### config.mk
export PLATFORM = sky130hd
export DESIGN_NAME = issue_dispatch_way1_flat
export DESIGN_NICKNAME = d
export VERILOG_FILES = /design/src/rtl/core_pkg.sv /design/src/rtl/issue_dispatch_way1_if.sv /design/src/rtl/issue_scoreboard.sv /design/src/rtl/issue_dispatch_way1.sv /design/src/flat_wrapper.sv
export SDC_FILE = /design/constraint.sdc
export NUM_CORES = 1
export LEC_CHECK = 0
export CORE_AREA = 3 3 209 211
export CTS_CLUSTER_DIAMETER = 50
export DETAILED_ROUTE_END_ITERATION = 6
export DIE_AREA = 0 0 212 214
export HOLD_SLACK_MARGIN = 0.08
export SLEW_MARGIN = 20
export SYNTH_ARGS = -nofsm -noshare
export SYNTH_HDL_FRONTEND = slang
export SYNTH_HIERARCHICAL = 1
export SYNTH_SLANG_ARGS = --single-unit
export TNS_END_PERCENT = 100
### constraint.sdc
create_clock -name clk -period 7.7 [get_ports clk]
set_input_delay 2.31 -clock clk [delete_from_list [all_inputs] [get_ports clk]]
set_output_delay 2.31 -clock clk [all_outputs]
set_load 0.02 [all_outputs]
### src/rtl/core_pkg.sv
// Shared types for the issue stage: dispatch FSM state, in-flight limit
// default and the packet captured in the dispatch hold register.
package core_pkg;

  localparam int MAX_INFLIGHT_DEF = 4;

  typedef enum logic {
    IDLE = 1'b0,
    HOLD = 1'b1
  } disp_state_e;

  typedef struct packed {
    logic [4:0]  rdAddr;
    logic        rdWe;
    logic [4:0]  rs1Addr;
    logic        rs1Re;
    logic [4:0]  rs2Addr;
    logic        rs2Re;
    logic [31:0] instAddr;
    logic [63:0] imm;
    logic [6:0]  opCode;
    logic [2:0]  funct3;
    logic [6:0]  funct7;
    logic [5:0]  shamt;
  } issue_pkt_t;

endpackage

### src/rtl/issue_dispatch_way1_if.sv
// Decode-side, register-file, EU and writeback signals of the way-1 dispatch
// stage. The slave modport is the dispatch block, master is its environment.
interface issue_dispatch_way1_if;
  logic        dec_valid_i;
  logic        dec_ready_o;
  logic [4:0]  rdAddr_i, rs1Addr_i, rs2Addr_i;
  logic        rdWriteEnable_i, rs1ReadEnable_i, rs2ReadEnable_i;
  logic [31:0] instAddr_i;
  logic [63:0] imm_i;
  logic [6:0]  opCode_i;
  logic [2:0]  funct3_i;
  logic [6:0]  funct7_i;
  logic [5:0]  shamt_i;

  logic [4:0]  rfRs1Addr_o, rfRs2Addr_o;
  logic [63:0] rfRs1Data_i, rfRs2Data_i;

  logic        eu_full_i;
  logic        valid_o;
  logic [4:0]  rdAddr_o;
  logic        rdWriteEnable_o;
  logic [31:0] instAddr_o;
  logic [63:0] rs1ReadData_o, rs2ReadData_o;
  logic [63:0] imm_o;
  logic [6:0]  opCode_o;
  logic [2:0]  funct3_o;
  logic [6:0]  funct7_o;
  logic [5:0]  shamt_o;
  logic [1:0]  way1_pID_o;

  logic        wbValid_i;
  logic [4:0]  wbRdAddr_i;
  logic        jumpFlag_i;

  modport slave (
    input  dec_valid_i, rdAddr_i, rs1Addr_i, rs2Addr_i,
           rdWriteEnable_i, rs1ReadEnable_i, rs2ReadEnable_i,
           instAddr_i, imm_i, opCode_i, funct3_i, funct7_i, shamt_i,
           rfRs1Data_i, rfRs2Data_i, eu_full_i, wbValid_i, wbRdAddr_i, jumpFlag_i,
    output dec_ready_o, rfRs1Addr_o, rfRs2Addr_o, valid_o,
           rdAddr_o, rdWriteEnable_o, instAddr_o, rs1ReadData_o, rs2ReadData_o,
           imm_o, opCode_o, funct3_o, funct7_o, shamt_o, way1_pID_o
  );

  modport master (
    output dec_valid_i, rdAddr_i, rs1Addr_i, rs2Addr_i,
           rdWriteEnable_i, rs1ReadEnable_i, rs2ReadEnable_i,
           instAddr_i, imm_i, opCode_i, funct3_i, funct7_i, shamt_i,
           rfRs1Data_i, rfRs2Data_i, eu_full_i, wbValid_i, wbRdAddr_i, jumpFlag_i,
    input  dec_ready_o, rfRs1Addr_o, rfRs2Addr_o, valid_o,
           rdAddr_o, rdWriteEnable_o, instAddr_o, rs1ReadData_o, rs2ReadData_o,
           imm_o, opCode_o, funct3_o, funct7_o, shamt_o, way1_pID_o
  );
endinterface

### src/rtl/issue_scoreboard.sv
// Destination-register busy bits plus the count of issued packets still
// awaiting writeback.
module issue_scoreboard #(
  parameter int MAX_INFLIGHT = 4
) (
  input  logic        clk,
  input  logic        reset_n,
  input  logic        set_i,
  input  logic [4:0]  setAddr_i,
  input  logic        clr_i,
  input  logic [4:0]  clrAddr_i,
  input  logic        flush_i,
  output logic [31:0] busy_o,
  output logic        full_o
);
  localparam int CW = $clog2(MAX_INFLIGHT) + 1;

  logic [31:0]   busy_q, busy_d;
  logic [CW-1:0] cnt_q, cnt_d;
  logic          dec;

  // Clear is applied before set so a same-index set wins.
  always_comb begin
    busy_d = busy_q;
    if (flush_i) begin
      busy_d = '0;
    end else begin
      if (clr_i) busy_d[clrAddr_i] = 1'b0;
      if (set_i && setAddr_i != 5'd0) busy_d[setAddr_i] = 1'b1;
    end
    busy_d[0] = 1'b0;
  end

  // A writeback with nothing outstanding is stray and must not underflow.
  assign dec = clr_i && (cnt_q != '0);

  always_comb begin
    cnt_d = cnt_q;
    if (flush_i) cnt_d = '0;
    else         cnt_d = cnt_q + CW'(set_i) - CW'(dec);
  end

  always_ff @(posedge clk or negedge reset_n) begin
    if (!reset_n) begin
      busy_q <= '0;
      cnt_q  <= '0;
    end else begin
      busy_q <= busy_d;
      cnt_q  <= cnt_d;
    end
  end

  assign busy_o = busy_q;
  assign full_o = (cnt_q >= CW'(MAX_INFLIGHT));
endmodule

### src/rtl/issue_dispatch_way1.sv
// Way-1 dispatch: one-entry hold register between decode and the EU buffer,
// stalling on RAW hazards, EU back-pressure and the in-flight limit.
module issue_dispatch_way1
  import core_pkg::*;
#(
  parameter int MAX_INFLIGHT = MAX_INFLIGHT_DEF
) (
  input logic                 clk,
  input logic                 reset_n,
  issue_dispatch_way1_if.slave bus
);
  disp_state_e state_q, state_d;
  issue_pkt_t  hold_q, hold_d, in_pkt;
  logic [1:0]  pid_q;
  logic [31:0] busy;
  logic        full, hazard, issue_fire, accept, dec_ready;

  assign in_pkt = '{
    rdAddr:   bus.rdAddr_i,   rdWe:   bus.rdWriteEnable_i,
    rs1Addr:  bus.rs1Addr_i,  rs1Re:  bus.rs1ReadEnable_i,
    rs2Addr:  bus.rs2Addr_i,  rs2Re:  bus.rs2ReadEnable_i,
    instAddr: bus.instAddr_i, imm:    bus.imm_i,
    opCode:   bus.opCode_i,   funct3: bus.funct3_i,
    funct7:   bus.funct7_i,   shamt:  bus.shamt_i
  };

  // No writeback bypass: a clear only unblocks the following cycle.
  assign hazard = (hold_q.rs1Re && hold_q.rs1Addr != 5'd0 && busy[hold_q.rs1Addr]) ||
                  (hold_q.rs2Re && hold_q.rs2Addr != 5'd0 && busy[hold_q.rs2Addr]);

  assign issue_fire = (state_q == HOLD) && !bus.eu_full_i && !hazard && !full && !bus.jumpFlag_i;
  assign accept     = bus.dec_valid_i && dec_ready;

  always_ff @(posedge clk or negedge reset_n) begin
    if (!reset_n) state_q <= IDLE;
    else          state_q <= state_d;
  end

  always_comb begin
    state_d = state_q;
    if (bus.jumpFlag_i)   state_d = IDLE;
    else if (accept)      state_d = HOLD;
    else if (issue_fire)  state_d = IDLE;
  end

  // reset_n gates ready so decode cannot see a handshake while in reset.
  always_comb begin
    dec_ready   = reset_n && ((state_q == IDLE) || issue_fire) && !bus.jumpFlag_i;
    bus.valid_o = issue_fire;
  end
  assign bus.dec_ready_o = dec_ready;

  always_comb begin
    hold_d = hold_q;
    if (bus.jumpFlag_i) hold_d = '0;
    else if (accept)    hold_d = in_pkt;
  end

  always_ff @(posedge clk or negedge reset_n) begin
    if (!reset_n) begin
      hold_q <= '0;
      pid_q  <= '0;
    end else begin
      hold_q <= hold_d;
      if (issue_fire) pid_q <= pid_q + 2'd1;
    end
  end

  // An address of 0 tells the scoreboard not to mark any register busy.
  issue_scoreboard #(.MAX_INFLIGHT(MAX_INFLIGHT)) u_sb (
    .clk       (clk),
    .reset_n   (reset_n),
    .set_i     (issue_fire),
    .setAddr_i (hold_q.rdWe ? hold_q.rdAddr : 5'd0),
    .clr_i     (bus.wbValid_i),
    .clrAddr_i (bus.wbRdAddr_i),
    .flush_i   (bus.jumpFlag_i),
    .busy_o    (busy),
    .full_o    (full)
  );

  assign bus.rfRs1Addr_o     = hold_q.rs1Addr;
  assign bus.rfRs2Addr_o     = hold_q.rs2Addr;
  assign bus.rdAddr_o        = hold_q.rdAddr;
  assign bus.rdWriteEnable_o = hold_q.rdWe;
  assign bus.instAddr_o      = hold_q.instAddr;
  assign bus.imm_o           = hold_q.imm;
  assign bus.opCode_o        = hold_q.opCode;
  assign bus.funct3_o        = hold_q.funct3;
  assign bus.funct7_o        = hold_q.funct7;
  assign bus.shamt_o         = hold_q.shamt;
  assign bus.rs1ReadData_o   = issue_fire ? bus.rfRs1Data_i : 64'd0;
  assign bus.rs2ReadData_o   = issue_fire ? bus.rfRs2Data_i : 64'd0;
  assign bus.way1_pID_o      = pid_q;
endmodule

### src/flat_wrapper.sv
// flat-port wrapper written by rule: the top's interface ports become plain ports
module issue_dispatch_way1_flat import core_pkg::*;
#(
  parameter int MAX_INFLIGHT = MAX_INFLIGHT_DEF
)
  (clk, reset_n, bus_dec_valid_i, bus_rdAddr_i, bus_rs1Addr_i, bus_rs2Addr_i, bus_rdWriteEnable_i, bus_rs1ReadEnable_i, bus_rs2ReadEnable_i, bus_instAddr_i, bus_imm_i, bus_opCode_i, bus_funct3_i, bus_funct7_i, bus_shamt_i, bus_rfRs1Data_i, bus_rfRs2Data_i, bus_eu_full_i, bus_wbValid_i, bus_wbRdAddr_i, bus_jumpFlag_i, bus_dec_ready_o, bus_rfRs1Addr_o, bus_rfRs2Addr_o, bus_valid_o, bus_rdAddr_o, bus_rdWriteEnable_o, bus_instAddr_o, bus_rs1ReadData_o, bus_rs2ReadData_o, bus_imm_o, bus_opCode_o, bus_funct3_o, bus_funct7_o, bus_shamt_o, bus_way1_pID_o);
  issue_dispatch_way1_if bus_i ();
  input logic clk;
  input logic reset_n;
  input wire logic [$bits(bus_i.dec_valid_i)-1:0] bus_dec_valid_i;
  input wire logic [$bits(bus_i.rdAddr_i)-1:0] bus_rdAddr_i;
  input wire logic [$bits(bus_i.rs1Addr_i)-1:0] bus_rs1Addr_i;
  input wire logic [$bits(bus_i.rs2Addr_i)-1:0] bus_rs2Addr_i;
  input wire logic [$bits(bus_i.rdWriteEnable_i)-1:0] bus_rdWriteEnable_i;
  input wire logic [$bits(bus_i.rs1ReadEnable_i)-1:0] bus_rs1ReadEnable_i;
  input wire logic [$bits(bus_i.rs2ReadEnable_i)-1:0] bus_rs2ReadEnable_i;
  input wire logic [$bits(bus_i.instAddr_i)-1:0] bus_instAddr_i;
  input wire logic [$bits(bus_i.imm_i)-1:0] bus_imm_i;
  input wire logic [$bits(bus_i.opCode_i)-1:0] bus_opCode_i;
  input wire logic [$bits(bus_i.funct3_i)-1:0] bus_funct3_i;
  input wire logic [$bits(bus_i.funct7_i)-1:0] bus_funct7_i;
  input wire logic [$bits(bus_i.shamt_i)-1:0] bus_shamt_i;
  input wire logic [$bits(bus_i.rfRs1Data_i)-1:0] bus_rfRs1Data_i;
  input wire logic [$bits(bus_i.rfRs2Data_i)-1:0] bus_rfRs2Data_i;
  input wire logic [$bits(bus_i.eu_full_i)-1:0] bus_eu_full_i;
  input wire logic [$bits(bus_i.wbValid_i)-1:0] bus_wbValid_i;
  input wire logic [$bits(bus_i.wbRdAddr_i)-1:0] bus_wbRdAddr_i;
  input wire logic [$bits(bus_i.jumpFlag_i)-1:0] bus_jumpFlag_i;
  output wire logic [$bits(bus_i.dec_ready_o)-1:0] bus_dec_ready_o;
  output wire logic [$bits(bus_i.rfRs1Addr_o)-1:0] bus_rfRs1Addr_o;
  output wire logic [$bits(bus_i.rfRs2Addr_o)-1:0] bus_rfRs2Addr_o;
  output wire logic [$bits(bus_i.valid_o)-1:0] bus_valid_o;
  output wire logic [$bits(bus_i.rdAddr_o)-1:0] bus_rdAddr_o;
  output wire logic [$bits(bus_i.rdWriteEnable_o)-1:0] bus_rdWriteEnable_o;
  output wire logic [$bits(bus_i.instAddr_o)-1:0] bus_instAddr_o;
  output wire logic [$bits(bus_i.rs1ReadData_o)-1:0] bus_rs1ReadData_o;
  output wire logic [$bits(bus_i.rs2ReadData_o)-1:0] bus_rs2ReadData_o;
  output wire logic [$bits(bus_i.imm_o)-1:0] bus_imm_o;
  output wire logic [$bits(bus_i.opCode_o)-1:0] bus_opCode_o;
  output wire logic [$bits(bus_i.funct3_o)-1:0] bus_funct3_o;
  output wire logic [$bits(bus_i.funct7_o)-1:0] bus_funct7_o;
  output wire logic [$bits(bus_i.shamt_o)-1:0] bus_shamt_o;
  output wire logic [$bits(bus_i.way1_pID_o)-1:0] bus_way1_pID_o;
  assign bus_i.dec_valid_i = bus_dec_valid_i;
  assign bus_i.rdAddr_i = bus_rdAddr_i;
  assign bus_i.rs1Addr_i = bus_rs1Addr_i;
  assign bus_i.rs2Addr_i = bus_rs2Addr_i;
  assign bus_i.rdWriteEnable_i = bus_rdWriteEnable_i;
  assign bus_i.rs1ReadEnable_i = bus_rs1ReadEnable_i;
  assign bus_i.rs2ReadEnable_i = bus_rs2ReadEnable_i;
  assign bus_i.instAddr_i = bus_instAddr_i;
  assign bus_i.imm_i = bus_imm_i;
  assign bus_i.opCode_i = bus_opCode_i;
  assign bus_i.funct3_i = bus_funct3_i;
  assign bus_i.funct7_i = bus_funct7_i;
  assign bus_i.shamt_i = bus_shamt_i;
  assign bus_i.rfRs1Data_i = bus_rfRs1Data_i;
  assign bus_i.rfRs2Data_i = bus_rfRs2Data_i;
  assign bus_i.eu_full_i = bus_eu_full_i;
  assign bus_i.wbValid_i = bus_wbValid_i;
  assign bus_i.wbRdAddr_i = bus_wbRdAddr_i;
  assign bus_i.jumpFlag_i = bus_jumpFlag_i;
  assign bus_dec_ready_o = bus_i.dec_ready_o;
  assign bus_rfRs1Addr_o = bus_i.rfRs1Addr_o;
  assign bus_rfRs2Addr_o = bus_i.rfRs2Addr_o;
  assign bus_valid_o = bus_i.valid_o;
  assign bus_rdAddr_o = bus_i.rdAddr_o;
  assign bus_rdWriteEnable_o = bus_i.rdWriteEnable_o;
  assign bus_instAddr_o = bus_i.instAddr_o;
  assign bus_rs1ReadData_o = bus_i.rs1ReadData_o;
  assign bus_rs2ReadData_o = bus_i.rs2ReadData_o;
  assign bus_imm_o = bus_i.imm_o;
  assign bus_opCode_o = bus_i.opCode_o;
  assign bus_funct3_o = bus_i.funct3_o;
  assign bus_funct7_o = bus_i.funct7_o;
  assign bus_shamt_o = bus_i.shamt_o;
  assign bus_way1_pID_o = bus_i.way1_pID_o;
  issue_dispatch_way1 #(.MAX_INFLIGHT(MAX_INFLIGHT)) u_core (.clk(clk), .reset_n(reset_n), .bus(bus_i));
endmodule
Word-level counts from Yosys, hierarchy flattened

Cells that the tools add are included.

Register bits: 174
Word-level logic and storage cells: 78

$add $sub $neg: 3
Magnitude comparators: 7
Multiplexer cells: 21
Bitwise operators: 4
Reductions and logical operators: 27

Operators by type and width:

| kind                                                                          | count |
|---|---|
| 137-bit two-way mux                                                           | 2 |
| 32-bit two-way mux                                                            | 4 |
| 64-bit two-way mux                                                            | 2 |
| 32-bit AND                                                                    | 1 |
| 32-bit inverter                                                               | 1 |
| 32-bit bitwise OR                                                             | 1 |
| 5-bit by 6-bit less-than comparator with 1-bit output (second input constant) | 4 |
| 1-bit logical AND                                                             | 15 |
| 5-bit nonzero test                                                            | 3 |
| 1-bit binary-select mux with 5-bit select                                     | 2 |
| 1-bit demux with 5-bit select                                                 | 2 |
| 5-bit by 1-bit >= comparator with 1-bit output (second input constant)        | 2 |
| 1-bit two-way mux                                                             | 7 |
| 3-bit nonzero test                                                            | 2 |
| 5-bit two-way mux                                                             | 1 |
| 1-bit zero test                                                               | 4 |
| 3-bit by 1-bit adder with 3-bit output                                        | 1 |
| 3-bit >= comparator (second input constant)                                   | 1 |
| 3-bit two-way mux                                                             | 1 |
| 3-bit by 1-bit subtractor with 3-bit output                                   | 1 |
| 2-bit by 1-bit adder with 2-bit output (second input constant)                | 1 |
| 1-bit logical OR                                                              | 2 |
| 2-bit nonzero test                                                            | 1 |
| 1-bit inverter                                                                | 1 |

Longest topological paths before layout

Gate-level depths: netlist of the first run.

Depth in word-level cells: 14
Mapped depth: 14
Depth with buffers taken out: 11

Cells and area by module

The synthesis of the first run kept the hierarchy.

Modules (own cells, without submodules):

| module              | times used | cells each | area each (µm²) |
|---|---|---|---|
| issue_dispatch_way1 | 1          | 663        | 7578.5 |
| issue_scoreboard    | 1          | 173        | 1692.9 |

Least setup slack after synthesis of the first run

No wires, ideal clock.

Kind: input to output
From: input port bus_eu_full_i
To: output port bus_rs2ReadData_o[50]
Arrival time: 3.768 ns
Path slack: 1.622 ns
Cell stages on the path: 8
Cells stage by stage: nor3_1 -> o221a_2 -> nand3_1 -> a32oi_1 -> nor3b_2 -> buf_4 -> buf_6 -> and2_1

Cells in the longest elaborated chain, start to end: 6

Ends and longest elaborated chain:

| what                           | line                      | text |
|---|---|---|
| start: declaration             | flat_wrapper.sv:25        | `input wire logic [$bits(bus_i.eu_full_i)-1:0] bus_eu_full_i;` |
| 1-bit zero test                | issue_dispatch_way1.sv:31 | `assign issue_fire = (state_q == HOLD) && !bus.eu_full_i && !hazard && !full && !bus.jumpFlag_i;` |
| 1-bit logical AND (4 in a row) | issue_dispatch_way1.sv:31 |  |
| named net bus_valid_o          | flat_wrapper.sv:32        | `output wire logic [$bits(bus_i.valid_o)-1:0] bus_valid_o;` |
| 64-bit two-way mux             | issue_dispatch_way1.sv:93 | `assign bus.rs2ReadData_o = issue_fire ? bus.rfRs2Data_i : 64'd0;` |
| end: declaration               | flat_wrapper.sv:37        | `output wire logic [$bits(bus_i.rs2ReadData_o)-1:0] bus_rs2ReadData_o;` |

The timed path passes the listed nets, and every way through them passes these cells.

Final worst setup path of the first run

From: input port bus_eu_full_i
To: output port bus_rs2ReadData_o[9]

Cells in the longest elaborated chain, start to end: 6

Ends and longest elaborated chain:

| what                           | line |
|---|---|
| 1-bit zero test                | issue_dispatch_way1.sv:31 |
| 1-bit logical AND (4 in a row) | issue_dispatch_way1.sv:31 |
| 64-bit two-way mux             | issue_dispatch_way1.sv:93 |

No other way between the ends.

==> results.txt, run 1 <==
- The run finished with clean final reports.
- The first detailed-routing pass took 5 iterations.
* Total number of vias: 7848
- Leak Pwr: 6.25 nW
- Routability-driven placement finished with a final weighted congestion of 0.838.
* Vias in the first global route: 8341
* Worst-case vdd ir drop: 0.124 mV
* Drt drc: 0
* Horiz. Die Dim: 212 µm
- After synthesis, the share of flip-flops with an asynchronous set or reset is 1.00.
* Critical Path Stages: 9
- CTS tree: done
* Kind of start point of the critical path: input port
- Cell chain of the critical path: clkdlybuf4s50_1 > nor3_1 > o221a_2 > nand3_1 > a32oi_1 > nor3b_4 > buf_12 > and2_1 > clkdlybuf4s50_1
- Post-synth EDFFs: 0
- Summed over all failing endpoints, the final setup total negative slack is 0 ns.
- The worst setup path is of the in -> out kind.
- Clock-pin slew was measured on the worst setup and hold paths at 0.08 ns.
* Synthesized instance count: 836
- Maximum number of pins on one net before global-route repair: 125
- Once the clock tree was built, the setup fixing pass inserted 0 buffers.
- Summed over all layers, the global routing overflow is 0.
- Number of hold violations in the final report: 0
* Minimum setup slack among reg-to-reg paths: 3.71 ns
- Number of antenna violations at the first check in global routing: 5
- The critical path starts at bus_eu_full_i.
* Highest attainable clock frequency: 0.136 GHz
- PwrDens: 165 mW/mm²
- Cells on worst reg2reg path: 7
- Post-Synthesis Mean Instance Area: 11.1 µm²
- Reg-to-reg critical path startpoint: u_core/bus.rfRs1Addr_o[0]$_DFFE_PN0P_
- Floorplan core area: 0.0419 mm²
- Kind of cell adding the most delay to the critical path: buffers and inverters
- For this block, the initial DRC count from the detailed router was 464.
- Max Cap Violations: 0
- For this design, the CTS-stage hold fixing added 0 buffers.
- The first global-routing pass estimated 59300 µm of wire.
- Deepest level of the CTS H-tree: 4
- Excluding fillers, the count of instances in the completed layout stands at 1772.
- Number of unique standard cell types used by synthesis: 50
- Total length of routed wires: 41900 µm
* CP arrival: 5.06 ns
- Counting stages on the worst path, the most repeated cell is clkdlybuf4s50_1.
- Warnings, synthesis: 6
- The largest individual stage delay along the critical path comes from the cell clkdlybuf4s50_1.
- Number of instances resized during post-cts repair: 0
- The endpoint identified for the worst register-to-register timing path is u_core/bus.instAddr_o[3]$_DFFE_PN0P_.
- In the finished design, the share of the clock period the worst path needs comes to 0.957.
- Along the worst path, the maximum fanout reaches 41.
- Worst skew pair latency: 0.48 ns
- I/O pin total: 543
* Buffers on Ports: 542
* Sum of net half-perimeters after detailed placement: 32400 µm
- Number of buffers inserted during clock tree synthesis: 17
- The net count of the finished layout is 1495.
- After floorplanning, the core was divided into 75 placement rows.
* Class of the worst hold path: reg -> reg
* Number of placed instances, taps included: 1736
- Setup violations remaining at the end of the flow were counted as 0.
- After detailed routing, the average wire length per cell comes to 23.6 µm.
- Vert. Die Dim: 214 µm
* DIE AREA: 0.0454 mm²
* Fin crit period: 7.37 ns
- In the final layout, the share of cells above drive strength 1 is 0.0976.
* Effective utilization at floorplan: 0.221
- Crit path buffers/inverters: 3
- Unrepaired setup endpoints after global routing: false
- For the pin with the worst max-slew slack, the measured transition is 1.02 ns.
- Largest stage delay on the critical path: 0.65 ns
- Worst EP required: 5.39 ns
* Most frequently used flop master after synthesis: dfrtp_1
* Max-Slew Margin vs Limit: 0.320
- Total routing resource utilization after global routing: 0.181
* Detail-routed via count per cell: 4.43
* Final Slew Violations: 0
- Of the synthesized area, sequential elements account for 0.470.
* Net count of the mapped netlist: 1115
* CTS sink count: 174
- Final worst clock skew: 0.0134 ns
- Maximum clock path buffer count: 2
- After synthesis the netlist holds a flip-flop and latch count of 174.
* Area Overhead vs Synth: 63.2%
- Crit. End Element: primary output
- Following the worst setup path forward leads to its endpoint at bus_rs2ReadData_o[9].
- The cell sitting at the root of the clock tree is a clkbuf_16.
- Hold Slack: 0.482 ns
- The cell area that synthesis handed to floorplanning was 0.00927 mm².
- Once detail routing completed, the nets flagged for antenna violations numbered 0.
==> sequential cells by signal, indices dropped and copies added, names as in the netlist <==
signal / count
u_core/bus.rfRs2Addr_o: 5
u_core/bus.funct7_o: 7
u_core/bus.funct3_o: 3
u_core/hold_q: 2
u_core/bus.rdWriteEnable_o: 1
u_core/u_sb/busy_o: 31
u_core/bus.shamt_o: 6
u_core/u_sb/cnt_q: 3
u_core/bus.imm_o: 64
u_core/bus.rdAddr_o: 5
u_core/bus.opCode_o: 7
u_core/bus.way1_pID_o: 2
u_core/state_q: 1
u_core/bus.rfRs1Addr_o: 5
u_core/bus.instAddr_o: 32
==> Yosys cell counts, types with 4 or more instances <==
master	number	area (µm²)
and2_1	135	845
nor2_1	7	26.3
buf_6	13	146
a22o_1	137	1200
o21ai_0	27	135
nand3_1	4	20.0
or3b_4	4	45.0
nand2_1	10	37.5
inv_1	5	18.8
o21ai_1	35	175
mux4_2	11	248
clkbuf_1	5	18.8
nand3b_1	9	67.6
buf_2	20	100
clkbuf_2	11	55.1
mux2_2	6	67.6
buf_4	141	1060
dfrtp_1	174	4350
nor2b_1	34	213
==> kinds of logic (layout without fill, tap and decap cells) <==
kind of cell | Yosys count | count (layout) | synth area share
buffers and inverters | 195 | 588 | 0.151
flip-flops | 174 | 174 | 0.470
AO/OA/AOI/OAI | 216 | 216 | 0.179
AND/OR/NAND/NOR | 222 | 222 | 0.152
other | 1 | 5 | 0.000404
adder cells (fa/ha/maj) | 3 | 3 | 0.00486
XOR/XNOR | 4 | 4 | 0.00378
multiplexers | 21 | 21 | 0.0401
==> final cells by class <==
type | count | area, µm²
sequential | 174 | 4350
multi-input combinational | 467 | 3550
tap | 539 | 674
clock inverter | 13 | 173
inverter | 5 | 18.8
antenna | 4 | 10.0
timing repair buffer | 551 | 5900
clock buffer | 19 | 453
fill | 4138 | 26800
==> per-stage QoR <==
| stage | util | cell area (µm²) | worst slack, ns | power (mW) |
|---|---|---|---|---|
| after floorplan | - | 9270 | 1.62 | 1.28 |
| after global placement | 0.346 | 14500 | 0.306 | 1.57 |
| after detailed placement | 0.346 | 14500 | 0.360 | 1.58 |
| after CTS | 0.360 | 15100 | 0.309 | 2.55 |
| after global routing | 0.361 | 15100 | 0.114 | 2.61 |
| final | 0.361 | 15100 | 0.328 | 2.50 |
==> layer usage <==
layer,vias up,GRT usage,share of wire
met2,406,0.324,0.52
met1,3820,0.188,0.35
met3,42,0.0704,0.098
met5,-,0,0.00072
met4,4,0.0714,0.030
li1,3576,-,-
==> placed cells by master (no fill, tap or decap), types with 3 or more instances in the layout <==
cell type	instances
mux4_2	11
o21ai_0	27
or3b_4	4
or3_1	3
clkbuf_8	3
mux2_2	6
diode_2	4
buf_12	42
inv_6	3
nor2b_1	34
mux2i_1	3
clkdlybuf4s50_1	492
inv_1	5
nand3_1	4
a22o_1	137
and2_1	135
buf_4	16
nor2_1	7
inv_8	3
clkbuf_16	17
o21ai_1	35
nand3b_1	9
dfrtp_1	174
nand2_1	10
==> worst min-delay path by stage <==
stage                                                    start                              endpoint  cells past startpoint
after global routing      u_core/bus.instAddr_o[0]$_DFFE_PN0P_  u_core/bus.instAddr_o[0]$_DFFE_PN0P_                      1
final                     u_core/bus.way1_pID_o[1]$_DFFE_PN0N_  u_core/bus.way1_pID_o[1]$_DFFE_PN0N_                      1
after floorplan                 u_core/hold_q[119]$_DFFE_PN0P_        u_core/hold_q[119]$_DFFE_PN0P_                      1
after CTS                 u_core/bus.way1_pID_o[1]$_DFFE_PN0N_  u_core/bus.way1_pID_o[1]$_DFFE_PN0N_                      1
after detailed placement  u_core/bus.way1_pID_o[1]$_DFFE_PN0N_  u_core/bus.way1_pID_o[1]$_DFFE_PN0N_                      1
after global placement    u_core/bus.way1_pID_o[1]$_DFFE_PN0N_  u_core/bus.way1_pID_o[1]$_DFFE_PN0N_                      1
==> power breakdown <==
part / leakage, nW / switching [mW] / internal [mW]
logic: 3.57 / 0.247 / 0.303
registers: 2.37 / 0.0445 / 0.961
clock network: 0.302 / 0.437 / 0.509
total: 6.25 / 0.729 / 1.77
(Power assumes the default switching activity.)
==> run 2: changes to the inputs <==
Settings changed: SKIP_CTS_REPAIR_TIMING set to 1, TNS_END_PERCENT 100 to unset.
==> results of run 2 <==
Final layout, timing and power as in run 1 (identical DEF).
